## config.mk

```make
export PLATFORM = sky130hd
export DESIGN_NAME = ext_stream_fifo
export DESIGN_NICKNAME = d
export VERILOG_FILES = /design/src/rtl/ext_stream_fifo.sv
export SDC_FILE = /design/constraint.sdc
export NUM_CORES = 1
export LEC_CHECK = 0
export ABC_CLOCK_PERIOD_IN_PS = 5100
export CORE_MARGIN = 8
export CORE_UTILIZATION = 65
export DETAILED_ROUTE_END_ITERATION = 6
export PLACE_DENSITY_LB_ADDON = 0.25
export SYNTH_ARGS = -nofsm -noshare
export SYNTH_HDL_FRONTEND = slang
export SYNTH_SLANG_ARGS = --single-unit
```

## constraint.sdc

```tcl
create_clock -name clk -period 5.1 [get_ports clk]
set_clock_uncertainty 0.15 [all_clocks]
set_input_delay 1.02 -clock clk [delete_from_list [all_inputs] [get_ports clk]]
set_output_delay 1.02 -clock clk [all_outputs]
set_load 0.005 [all_outputs]
```

## src/rtl/ext_stream_fifo.sv

```systemverilog
// Register-mapped dual FIFO on a ghostbus external port: host pushes TX, reads/pops RX.
// Optional TX->RX loopback is enabled by defining EXT_STREAM_FIFO_LOOPBACK_EN.
module ext_stream_fifo #(
    parameter int aw         = 2,
    parameter int dw         = 8,
    parameter int DEPTH_LOG2 = 4
) (
    input  logic          clk,
    input  logic          rst_n,
    input  logic [aw-1:0] addr,
    input  logic [dw-1:0] din,
    input  logic          we,
    output logic [dw-1:0] dout,
    output logic [dw-1:0] m_tdata,
    output logic          m_tvalid,
    input  logic          m_tready,
    input  logic [dw-1:0] s_tdata,
    input  logic          s_tvalid,
    output logic          s_tready
);

    localparam int DEPTH = 1 << DEPTH_LOG2;
    localparam int PW    = DEPTH_LOG2 + 1;

    typedef logic [PW-1:0] ptr_t;

    logic [dw-1:0] tx_mem [DEPTH];
    logic [dw-1:0] rx_mem [DEPTH];

    ptr_t tx_wp;
    ptr_t tx_rp;
    ptr_t rx_wp;
    ptr_t rx_rp;
    ptr_t rx_level;

    logic tx_ovf;
    logic rx_udf;
    logic lpbk;
    logic rdy;

    logic tx_empty;
    logic tx_full;
    logic rx_empty;
    logic rx_full;

    logic sel_tx;
    logic sel_rx;
    logic sel_st;
    logic sel_lv;

    logic wr_tx;
    logic wr_rx;
    logic wr_st;

    logic lb_move;
    logic tx_pop;
    logic tx_push;
    logic tx_ovf_set;
    logic rx_push;
    logic rx_pop;
    logic rx_udf_set;

    logic [dw-1:0] rx_head;
    logic [dw-1:0] rx_wdata;
    logic [dw-1:0] rd_val;
    logic [4:0]    status;

    assign tx_empty = (tx_wp == tx_rp);
    assign tx_full  = (tx_wp == {~tx_rp[PW-1], tx_rp[PW-2:0]});
    assign rx_empty = (rx_wp == rx_rp);
    assign rx_full  = (rx_wp == {~rx_rp[PW-1], rx_rp[PW-2:0]});
    assign rx_level = rx_wp - rx_rp;

    assign sel_tx = (addr[1:0] == 2'd0);
    assign sel_rx = (addr[1:0] == 2'd1);
    assign sel_st = (addr[1:0] == 2'd2);
    assign sel_lv = (addr[1:0] == 2'd3);

    assign wr_tx = we & sel_tx;
    assign wr_rx = we & sel_rx;
    assign wr_st = we & sel_st;

    assign m_tdata = tx_mem[tx_rp[PW-2:0]];
    assign rx_head = rx_mem[rx_rp[PW-2:0]];

`ifdef EXT_STREAM_FIFO_LOOPBACK_EN
    assign lb_move = lpbk & ~tx_empty & ~rx_full;

    // Loopback mode bit, host-writable through the status register
    always_ff @(posedge clk or negedge rst_n) begin
        if (!rst_n) begin
            lpbk <= 1'b0;
        end else if (wr_st) begin
            lpbk <= din[4];
        end
    end
`else
    assign lb_move = 1'b0;
    assign lpbk    = 1'b0;
`endif

    // Streams are gated off while looping back so only internal moves occur
    assign m_tvalid = ~tx_empty & ~lpbk;
    assign s_tready = rdy & ~rx_full & ~lpbk;

    // A pop in the same cycle frees the slot a full-FIFO push lands in
    assign tx_pop     = (m_tvalid & m_tready) | lb_move;
    assign tx_push    = wr_tx & (~tx_full | tx_pop);
    assign tx_ovf_set = wr_tx & tx_full & ~tx_pop;

    assign rx_push    = (s_tvalid & s_tready) | lb_move;
    assign rx_wdata   = lb_move ? m_tdata : s_tdata;
    assign rx_pop     = wr_rx & ~rx_empty;
    assign rx_udf_set = wr_rx & rx_empty;

    assign status = {lpbk, rx_udf, tx_ovf, rx_empty, tx_full};

    // Storage arrays carry no reset; the pointers alone define contents
    always_ff @(posedge clk) begin
        if (tx_push) begin
            tx_mem[tx_wp[PW-2:0]] <= din;
        end
        if (rx_push) begin
            rx_mem[rx_wp[PW-2:0]] <= rx_wdata;
        end
    end

    // TX pointers advance on accepted push and on stream or loopback pop
    always_ff @(posedge clk or negedge rst_n) begin
        if (!rst_n) begin
            tx_wp <= '0;
            tx_rp <= '0;
        end else begin
            if (tx_push) begin
                tx_wp <= tx_wp + 1'b1;
            end
            if (tx_pop) begin
                tx_rp <= tx_rp + 1'b1;
            end
        end
    end

    // RX pointers advance on stream or loopback push and on host pop
    always_ff @(posedge clk or negedge rst_n) begin
        if (!rst_n) begin
            rx_wp <= '0;
            rx_rp <= '0;
        end else begin
            if (rx_push) begin
                rx_wp <= rx_wp + 1'b1;
            end
            if (rx_pop) begin
                rx_rp <= rx_rp + 1'b1;
            end
        end
    end

    // Sticky error flags; a new event beats a same-cycle W1C
    always_ff @(posedge clk or negedge rst_n) begin
        if (!rst_n) begin
            tx_ovf <= 1'b0;
            rx_udf <= 1'b0;
        end else begin
            tx_ovf <= tx_ovf_set | (tx_ovf & ~(wr_st & din[2]));
            rx_udf <= rx_udf_set | (rx_udf & ~(wr_st & din[3]));
        end
    end

    // Holds s_tready low until the first edge after reset release
    always_ff @(posedge clk or negedge rst_n) begin
        if (!rst_n) begin
            rdy <= 1'b0;
        end else begin
            rdy <= 1'b1;
        end
    end

    // Read mux from the pre-edge FIFO state
    always_comb begin
        rd_val = '0;
        unique case (1'b1)
            sel_tx: rd_val = '0;
            sel_rx: rd_val = rx_empty ? '0 : rx_head;
            sel_st: rd_val = dw'(status);
            sel_lv: rd_val = dw'(rx_level);
        endcase
    end

    // Registered bus read data
    always_ff @(posedge clk or negedge rst_n) begin
        if (!rst_n) begin
            dout <= '0;
        end else begin
            dout <= rd_val;
        end
    end

endmodule

```

==> results.sh, run 1 <==
export IMPL_status="completed"
export IMPL_firstDrtPassIters=4
export IMPL_share_comb_of_total_power_pct=27.9
export IMPL_end_kind="primary output"
export IMPL_start_util_pct=65.5
export IMPL_syn_inst=604
export IMPL_synth_warnings=0
export IMPL_die_h_um=150
export IMPL_drt_iter0_markers=378
export IMPL_ios=41
export IMPL_ant_nets=0
export IMPL_overflow=0
export IMPL_setup_tns_ns=0
export IMPL_power_density_nw_per_um2=530
export IMPL_drv_cap=0
export IMPL_synth_seq_cells=287
export IMPL_gp_congestion=0.800
export IMPL_clkSinkCount=287
export IMPL_antenna_found_initial=0
export IMPL_synth_area_leaders="edfxtp_1 66%, mux4_2 11%, dfrtp_1 6.7%"
export IMPL_fin_crit_sh_pct=82.8
export IMPL_grt_pass1_wl_um=35300
export IMPL_grt_usage_pct=21.1
export IMPL_core_um2=17800
export IMPL_route_detailed_drc=0
export IMPL_fin_nets=692
export IMPL_clk_latency_ns=0.53
export IMPL_post_drt_wl_per_cell_um=25.1
export IMPL_tightest_slew_ns=0.778
export IMPL_crit_path_start_kind="register"
export IMPL_clock_power_share_pct=30.0
export IMPL_worstPathRequired_ns=3.93
export IMPL_vias_per_cell=6.27
export IMPL_htreeDepth=1
export IMPL_syn_area_per_cell_um2=19.3
export IMPL_finalHoldViolations=0
export IMPL_postLayoutCoreUtil_pct=74.3
export IMPL_netlist_area_um2=11700
export IMPL_ys_types=48
export IMPL_sw_frac_of_total_pct=28.3
export IMPL_dpl_cell_count=853
export IMPL_cts_clk_slew_worst_paths_ns=0.06
export IMPL_synth_most_common_cell="edfxtp_1"
export IMPL_area_growth_pct=13.3
export IMPL_holdBufCountCts=0
export IMPL_finalSetupViolCount=0
export IMPL_synth_top_area_share_pct=66.0
export IMPL_synth_fp_nets=642
export IMPL_path_max_fanout=14
export IMPL_cts_tree="yes"
export IMPL_wirelength_um=22700
export IMPL_yosysTopAreaCell="edfxtp_1"
export IMPL_cts_root_buf="clkbuf_16"
export IMPL_holdWs_ns=0.348
export IMPL_via_count=5673
export IMPL_power_mw=7.00
export IMPL_leakage_nw=4.53
export IMPL_cts_resized=0
export IMPL_final_min_clock_period_ns=4.22
export IMPL_grt_max_degree=37
export IMPL_grt_pass1_vias=6103
export IMPL_cts_setup_buffers=0
export IMPL_synth_edf_count=256
export IMPL_numCtsBuffers=28
export IMPL_arrival_ns=3.05
export IMPL_num_rows=49
export IMPL_internal_power_mw=5.02
export IMPL_num_antenna_cells=0
export IMPL_max_slew_margin_pct=48.1
export IMPL_synth_top_flop_cell="edfxtp_1"
export IMPL_die_area_um2=22500
export IMPL_fp_dieW_um=150
export IMPL_rsz0062_at_grt="false"
export IMPL_drv_slew=0
export IMPL_max_freq_ghz=0.237
export IMPL_drive_above_1_share_pct=16.7
export IMPL_instances_no_fill=905
export IMPL_yosysSeqAreaShare_pct=72.6
export IMPL_ys_top_cells_by_count="256 x edfxtp_1, 56 x mux4_2, 31 x dfrtp_1"
export IMPL_critical_path_class="register to primary output"
export IMPL_switchingPower_mw=1.98
export IMPL_synthArstFlopShare_pct=10.8
export IMPL_port_buffers=40
export IMPL_pwr_share_seq_pct=42.1
export IMPL_dp_hpwl_um=14300
export IMPL_hold_class="register to register"
export IMPL_clk_path_buf_depth=3
export IMPL_ir_drop_v=0.000326
-- final cells by class --
class | count | area [µm²]
tap | 229 | 287
inverter | 12 | 45.0
sequential | 287 | 8460
fill | 1000 | 4580
clock buffer | 39 | 783
clock inverter | 13 | 166
multi-input combinational | 274 | 2970
timing repair buffer | 51 | 483
-- cells by family (layout without fill, tap and decap cells) --
group           after synthesis  after routing  synth area share [%]
flops                       287            287                  72.6
simple gates                113            113                  5.32
mux                          79             79                  14.4
buf+inv                      43            115                  1.89
compound gates               41             41                  2.21
xor+xnor                     25             25                  1.88
fa+ha+maj                    15             15                  1.68
other cells                   1              1                0.0322
-- power by group through the flow --
stage / clock [mW] / combinational [mW] / sequential [mW]
floorplan: 0 / 1.47 / 2.87
global placement: 0 / 1.92 / 2.98
detailed placement: 0 / 1.96 / 2.99
CTS: 2.13 / 1.98 / 2.95
global route: 2.22 / 2.12 / 2.97
finish: 2.10 / 1.95 / 2.95
-- final timing paths --
| path | from | end | slack (ns) | cells past startpoint |
|---|---|---|---|---|
| min in group asynchronous | rst_n | rdy$_DFF_PN0_ | 0.62 | 1 |
| min | rx_rp[4]$_DFFE_PN0P_ | rx_rp[4]$_DFFE_PN0P_ | 0.35 | 1 |
| max | rx_rp[2]$_DFFE_PN0P_ | s_tready | 0.88 | 6 |
| min reg2reg | rx_rp[4]$_DFFE_PN0P_ | rx_rp[4]$_DFFE_PN0P_ | 0.35 | 1 |
| max reg2reg | rx_rp[2]$_DFFE_PN0P_ | rx_mem[10][6]$_DFFE_PP_ | 1.62 | 7 |
| max in group asynchronous | rst_n | tx_rp[0]$_DFFE_PN0P_ | 3.52 | 2 |
-- per-stage QoR --
stage	setup WS [ns]	area (µm²)
after floorplan	2.22	11700
after global placement	1.49	12300
after detailed placement	1.46	12300
after CTS	0.828	13200
after global routing	0.698	13200
final	0.875	13200
-- critical path, stage by stage, from the launching register on --
cell and delay [ns]:
dfrtp_1 0.69, clkinv_1 0.40, ha_1 0.43, and4_1 0.24
nand2_1 0.10, and2_1 0.14, clkdlybuf4s50_1 0.52
-- metal layers --
layer	GRT usage, %	vias up	routed length [µm]
li1	-	2514	-
met1	24.3	2924	8410
met2	39.2	179	12600
met3	3.30	56	1010
met4	7.50	0	679
met5	0	-	0
-- registers in the layout, summed over array words and instances (netlist names), 5 cells and up --
register  flops
dout          8
rx_mem      128
rx_rp         5
rx_wp         5
tx_mem      128
tx_rp         5
tx_wp         5
-- layout by cell type, fill, tap and decap left out, types with 3 or more instances in the layout --
| cell type | Yosys | routed |
|---|---|---|
| clkinv_2 | 0 | 3 |
| mux2i_1 | 10 | 10 |
| bufinv_16 | 0 | 4 |
| o21ai_0 | 9 | 9 |
| clkdlybuf4s50_1 | 0 | 40 |
| nor2_1 | 5 | 5 |
| and2_1 | 21 | 21 |
| xor2_1 | 9 | 9 |
| a21oi_1 | 13 | 13 |
| nand2_1 | 30 | 30 |
| clkbuf_1 | 10 | 8 |
| mux4_2 | 56 | 56 |
| nor3b_1 | 3 | 3 |
| a211oi_1 | 9 | 9 |
| xnor2_1 | 16 | 16 |
| dfrtp_1 | 31 | 30 |
| buf_4 | 7 | 11 |
| nand3_1 | 9 | 9 |
| nand4_1 | 5 | 5 |
| clkinv_1 | 1 | 5 |
| inv_1 | 10 | 10 |
| ha_1 | 14 | 14 |
| nor2b_1 | 11 | 11 |
| mux4_1 | 11 | 11 |
| edfxtp_1 | 256 | 256 |
| and3_1 | 21 | 21 |
| clkbuf_16 | 0 | 29 |
Note: power is estimated with default switching activity, not from simulation.
==> run 2, diff against run 1 <==
Settings changed: ABC_CLOCK_PERIOD_IN_PS 5100 to 4300, CORE_UTILIZATION 65 to 61.
Clock period 5.1 ns to 4.3 ns, I/O delays scaled along.
==> run 2 against run 1 <==
Net effect: via count fell by 0.33%; first-iteration DRC count rose by 4.8%; wire length fell by 2.3%; register-to-register slack got worse by 0.74 ns; sequential cell count did not move; non-clock buffer count did not move; design area rose by 0.17%; critical endpoint unchanged; final cell count rose by 0.66%.
==> results.sh, run 2 (synthesis gave the netlist of run 1 again) <==
export IMPL_status="completed"
export IMPL_path_max_fanout=14
export IMPL_gp_congestion=0.861
export IMPL_arrival_ns=3.00
export IMPL_vias_per_cell=6.21
export IMPL_share_comb_of_total_power_pct=28.4
export IMPL_clk_path_buf_depth=3
export IMPL_fin_nets=692
export IMPL_fp_dieW_um=154
export IMPL_port_buffers=40
export IMPL_ios=41
export IMPL_internal_power_mw=5.94
export IMPL_drive_above_1_share_pct=17.9
export IMPL_setup_tns_ns=0
export IMPL_rsz0062_at_grt="false"
export IMPL_clock_power_share_pct=29.7
export IMPL_max_slew_margin_pct=54.2
export IMPL_clk_latency_ns=0.53
export IMPL_holdCritStartpoint="rx_rp[4]$_DFFE_PN0P_"
export IMPL_post_drt_wl_per_cell_um=24.4
export IMPL_dr_wl_met3_um=982
export IMPL_seq_area_um2=8460
export IMPL_drv_cap=0
export IMPL_top_layer="met4"
export IMPL_power_density_nw_per_um2=627
export IMPL_route_detailed_drc=0
export IMPL_switchingPower_mw=2.36
export IMPL_cts_resized=0
export IMPL_core_um2=18700
export IMPL_worstHoldPathCells=1
export IMPL_grt_usage_pct=19.2
export IMPL_fin_crit_sh_pct=93.3
export IMPL_final_min_clock_period_ns=4.01
export IMPL_timing_rr_end="rx_mem[6][2]$_DFFE_PP_"
export IMPL_worstPathRequired_ns=3.29
export IMPL_firstDrtPassIters=7
export IMPL_final_common_cell="edfxtp_1"
export IMPL_ant_nets=0
export IMPL_min_to="rx_rp[4]$_DFFE_PN0P_"
export IMPL_htreeDepth=1
export IMPL_num_rows=50
export IMPL_critical_path_class="register to primary output"
export IMPL_holdBufCountCts=0
export IMPL_finalSetupViolCount=0
export IMPL_overflow=0
export IMPL_numCtsBuffers=28
export IMPL_wirelength_met1_um=8480
export IMPL_ff2ff_setup_slack_ns=0.88
export IMPL_cts_tree="yes"
export IMPL_tightest_slew_ns=0.687
export IMPL_area_growth_pct=13.5
export IMPL_leakage_nw=4.55
export IMPL_postLayoutCoreUtil_pct=70.7
export IMPL_most_common_layout_cells="256 x edfxtp_1, 56 x mux4_2, 40 x clkdlybuf4s50_1"
export IMPL_cts_setup_buffers=0
export IMPL_wl_met2_um=12200
export IMPL_pwr_share_seq_pct=41.8
export IMPL_die_area_um2=23800
export IMPL_dp_hpwl_um=14700
export IMPL_end_kind="primary output"
export IMPL_multiInputGateArea_um2=2970
export IMPL_crit_path_start_kind="register"
export IMPL_via_count=5654
export IMPL_finalHoldViolations=0
export IMPL_ff2ff_path_depth=7
export IMPL_drv_slew=0
export IMPL_sw_frac_of_total_pct=28.4
export IMPL_grt_pass1_wl_um=34900
export IMPL_wirelength_um=22200
export IMPL_grt_max_degree=37
export IMPL_start_util_pct=62.3
export IMPL_grt_pass1_vias=6059
export IMPL_nFillCells=1149
export IMPL_clkSinkCount=287
export IMPL_rr_startpoint="rx_rp[2]$_DFFE_PN0P_"
export IMPL_cts_clk_slew_worst_paths_ns=0.06
export IMPL_cts_root_buf="clkbuf_16"
export IMPL_die_h_um=154
export IMPL_max_freq_ghz=0.249
export IMPL_drt_iter0_markers=396
export IMPL_hold_class="register to register"
export IMPL_ir_drop_v=0.000487
export IMPL_antenna_found_initial=1
run 2: changes by cell type in the layout (fill, tap and decap cells not counted), sizes merged:
cell	delta
clkinvlp	+1
bufinv	-1
clkinv	+3
clkbuf	-2
diode	+1
inv	-1
run 2: worst max path at each step:
stage	start	endpoint	slack (ns)	depth (start not counted)
6_report	rx_rp[2]$_DFFE_PN0P_	s_tready	0.29	6
5_1_grt	rx_rp[2]$_DFFE_PN0P_	s_tready	0.09	6
4_1_cts	rx_rp[2]$_DFFE_PN0P_	s_tready	0.25	6
3_5_place_dp	rx_rp[2]$_DFFE_PN0P_	s_tready	0.83	6
3_3_place_gp	rx_rp[2]$_DFFE_PN0P_	s_tready	0.87	6
2_1_floorplan	rx_rp[1]$_DFFE_PN0P_	rx_mem[12][0]$_DFFE_PP_	1.58	10
run 2: area by class of cell:
type                            instances  area share [%]
Clock inverter                         15            1.17
Sequential cell                       287            64.0
Antenna cell                            1          0.0189
Inverter                               12           0.341
Timing Repair Buffer                   51            3.75
Tap cell                              234            2.21
Clock buffer                           37            6.02
Multi-Input combinational cell        274            22.5
run 2: layer usage:
metal | track usage, % | up-vias
met5 | 0 | -
met4 | 6.91 | 0
met3 | 3.32 | 43
met2 | 35.1 | 159
met1 | 22.5 | 2939
li1 | - | 2513
run 2: per-stage QoR:
step	hold slack, ns	power, mW	cells	setup slack [ns]	cell area, µm²
global route	0.379	8.68	911	0.0946	13200
detailed placement	0.331	5.89	858	0.830	12300
floorplan	0.303	5.15	604	1.58	11700
global placement	0.323	5.83	858	0.870	12300
finish	0.348	8.30	911	0.286	13200
CTS	0.349	8.37	910	0.246	13200
run 2: critical path: stages (launching register included):
cell             delay (ns)
dfrtp_1                0.66
clkinv_1               0.39
ha_1                   0.43
and4_1                 0.23
nand2_1                0.11
and2_1                 0.15
clkdlybuf4s50_1        0.50
run 2: power by group through the flow:
stage	Sequential (mW)	Clock (mW)	Combinational, mW
after CTS	3.47	2.51	2.39
after detailed placement	3.52	0	2.37
after global routing	3.50	2.61	2.57
final	3.47	2.47	2.36
after global placement	3.51	0	2.32
after floorplan	3.40	0	1.75
==> run 3, diff against run 2 <==
Settings changed: PLACE_DENSITY from default to 0.87, PLACE_DENSITY_LB_ADDON 0.25 to default.
==> run 3 against run 2 <==
Net effect: combinational power is essentially flat; global-route usage increased by 0.30 points; core utilization rose by 0.39 points; sequential power increased by 1%; critical endpoint unchanged; highest routed layer is now met5.
==> results.sh, run 3 (synthesis gave the netlist of run 1 again) <==
export IMPL_die_area_um2=23800
export IMPL_drv_cap=0
export IMPL_drt_iter0_markers=506
export IMPL_holdWs_ns=0.344
export IMPL_via_count=5805
export IMPL_worstHoldPathCells=1
export IMPL_holdBufCountCts=0
export IMPL_path_cells="clkinv_1, ha_1, and4_1, nand2_1, and2_1, clkdlybuf4s50_1"
export IMPL_fp_dieW_um=154
export IMPL_status="completed"
export IMPL_worstPathRequired_ns=3.29
export IMPL_grt_pass1_wl_um=35400
export IMPL_start_util_pct=62.3
export IMPL_num_antenna_cells=0
export IMPL_cts_tree="yes"
export IMPL_critical_path_class="register to primary output"
export IMPL_clkSinkCount=287
export IMPL_path_max_fanout=14
export IMPL_path_delay_family="buffers and inverters"
export IMPL_num_rows=50
export IMPL_setup_tns_ns=0
export IMPL_firstDrtPassIters=5
export IMPL_htreeDepth=1
export IMPL_wirelength_um=23000
export IMPL_clk_latency_ns=0.54
export IMPL_route_detailed_drc=0
export IMPL_clk_path_buf_depth=3
export IMPL_cts_setup_buffers=0
export IMPL_pre_cts_slack_ns=0.766
export IMPL_post_drt_wl_per_cell_um=25.3
export IMPL_drive_above_1_share_pct=17.6
export IMPL_fin_nets=693
export IMPL_cp_depth=6
export IMPL_finalSetupViolCount=0
export IMPL_port_buffers=40
export IMPL_finalHoldViolations=0
export IMPL_max_freq_ghz=0.244
export IMPL_crit_path_start_kind="register"
export IMPL_area_growth_pct=14.1
export IMPL_fin_crit_sh_pct=95.1
export IMPL_ios=41
export IMPL_drv_slew=0
export IMPL_max_slew_margin_pct=40.3
export IMPL_tightest_slew_ns=0.896
export IMPL_overflow=0
export IMPL_crit_buf_inv=2
export IMPL_critPathMaxStageDelay_ns=0.68
export IMPL_ant_nets=0
export IMPL_arrival_ns=3.08
export IMPL_end_kind="primary output"
export IMPL_final_min_clock_period_ns=4.09
export IMPL_antenna_found_initial=1
export IMPL_hold_class="register to register"
export IMPL_final_common_cell="edfxtp_1"
export IMPL_fin_ws_ns=0.209
export IMPL_most_common_layout_cells="256 x edfxtp_1, 56 x mux4_2, 40 x clkdlybuf4s50_1"
export IMPL_crit_slowest_cell="dfrtp_1"
export IMPL_numCtsBuffers=29
export IMPL_core_um2=18700
export IMPL_gp_congestion=0.772
export IMPL_ff2ff_path_depth=7
export IMPL_power_density_nw_per_um2=641
export IMPL_ir_drop_v=0.000428
export IMPL_rsz0062_at_grt="false"
export IMPL_cts_clk_slew_worst_paths_ns=0.06
export IMPL_vias_per_cell=6.37
export IMPL_leakage_nw=4.58
export IMPL_cts_resized=0
export IMPL_grt_max_degree=36
export IMPL_cts_root_buf="clkbuf_16"
export IMPL_grt_pass1_vias=6210
export IMPL_dp_hpwl_um=14800
export IMPL_grt_usage_pct=19.5
export IMPL_power_mw=8.52
export IMPL_die_h_um=154
==> run 3: changes by cell type in the layout (fill, tap and decap cells not counted), sizes merged <==
| cell | before | now |
|---|---|---|
| clkbuf | 37 | 31 |
| clkinvlp | 2 | 3 |
| bufinv | 3 | 7 |
| inv | 11 | 12 |
| clkinv | 11 | 13 |
| diode | 1 | 0 |
==> run 3: power breakdown <==
part | total (mW) | switching, mW | internal [mW]
clock network | 2.66 | 1.01 | 1.65
registers | 3.51 | 0.259 | 3.25
logic | 2.34 | 1.13 | 1.21
total | 8.52 | 2.41 | 6.11
==> run 3: cell type report <==
class                      count  area [µm²]
multi-input combinational    274        2970
tap                          234         293
clock buffer                  31         733
fill                        1065        5410
timing repair buffer          51         495
inverter                      12        45.0
clock inverter                23         294
sequential                   287        8460
==> run 3: worst paths after layout <==
check	startpoint	end	slack [ns]
setup / recovery	rx_rp[2]$_DFFE_PN0P_	s_tready	0.21
setup reg to reg	rx_rp[2]$_DFFE_PN0P_	rx_mem[4][3]$_DFFE_PP_	0.75
hold / removal	rx_rp[4]$_DFFE_PN0P_	rx_rp[4]$_DFFE_PN0P_	0.34
min in group asynchronous	rst_n	dout[6]$_DFF_PN0_	0.58
hold reg to reg	rx_rp[4]$_DFFE_PN0P_	rx_rp[4]$_DFFE_PN0P_	0.34
max in group asynchronous	rst_n	tx_rp[0]$_DFFE_PN0P_	3.10
==> run 3: metrics by stage <==
stage / std cells / utilization (%) / cell area (µm²)
after floorplan: 604 / - / 11700
after global placement: 858 / 65.6 / 12300
after detailed placement: 858 / 65.6 / 12300
after CTS: 912 / 71.1 / 13300
after global routing: 912 / 71.1 / 13300
final: 912 / 71.1 / 13300
==> run 3: per-layer routing <==
layer / vias up / global-route usage [%] / routed length [µm]
met1: 2990 / 22.1 / 8510
met4: 2 / 7.51 / 869
met5: - / 0 / 11
li1: 2509 / - / -
met2: 232 / 36.0 / 12400
met3: 72 / 3.65 / 1230
==> run 3: worst reg2reg max path, stage by stage (launching register included) <==
cell      delay, ns
dfrtp_1        0.68
clkinv_1       0.41
ha_1           0.44
and4_1         0.23
nand2_1        0.13
nand3_1        0.14
nor3b_1        0.47
and2_1         0.53
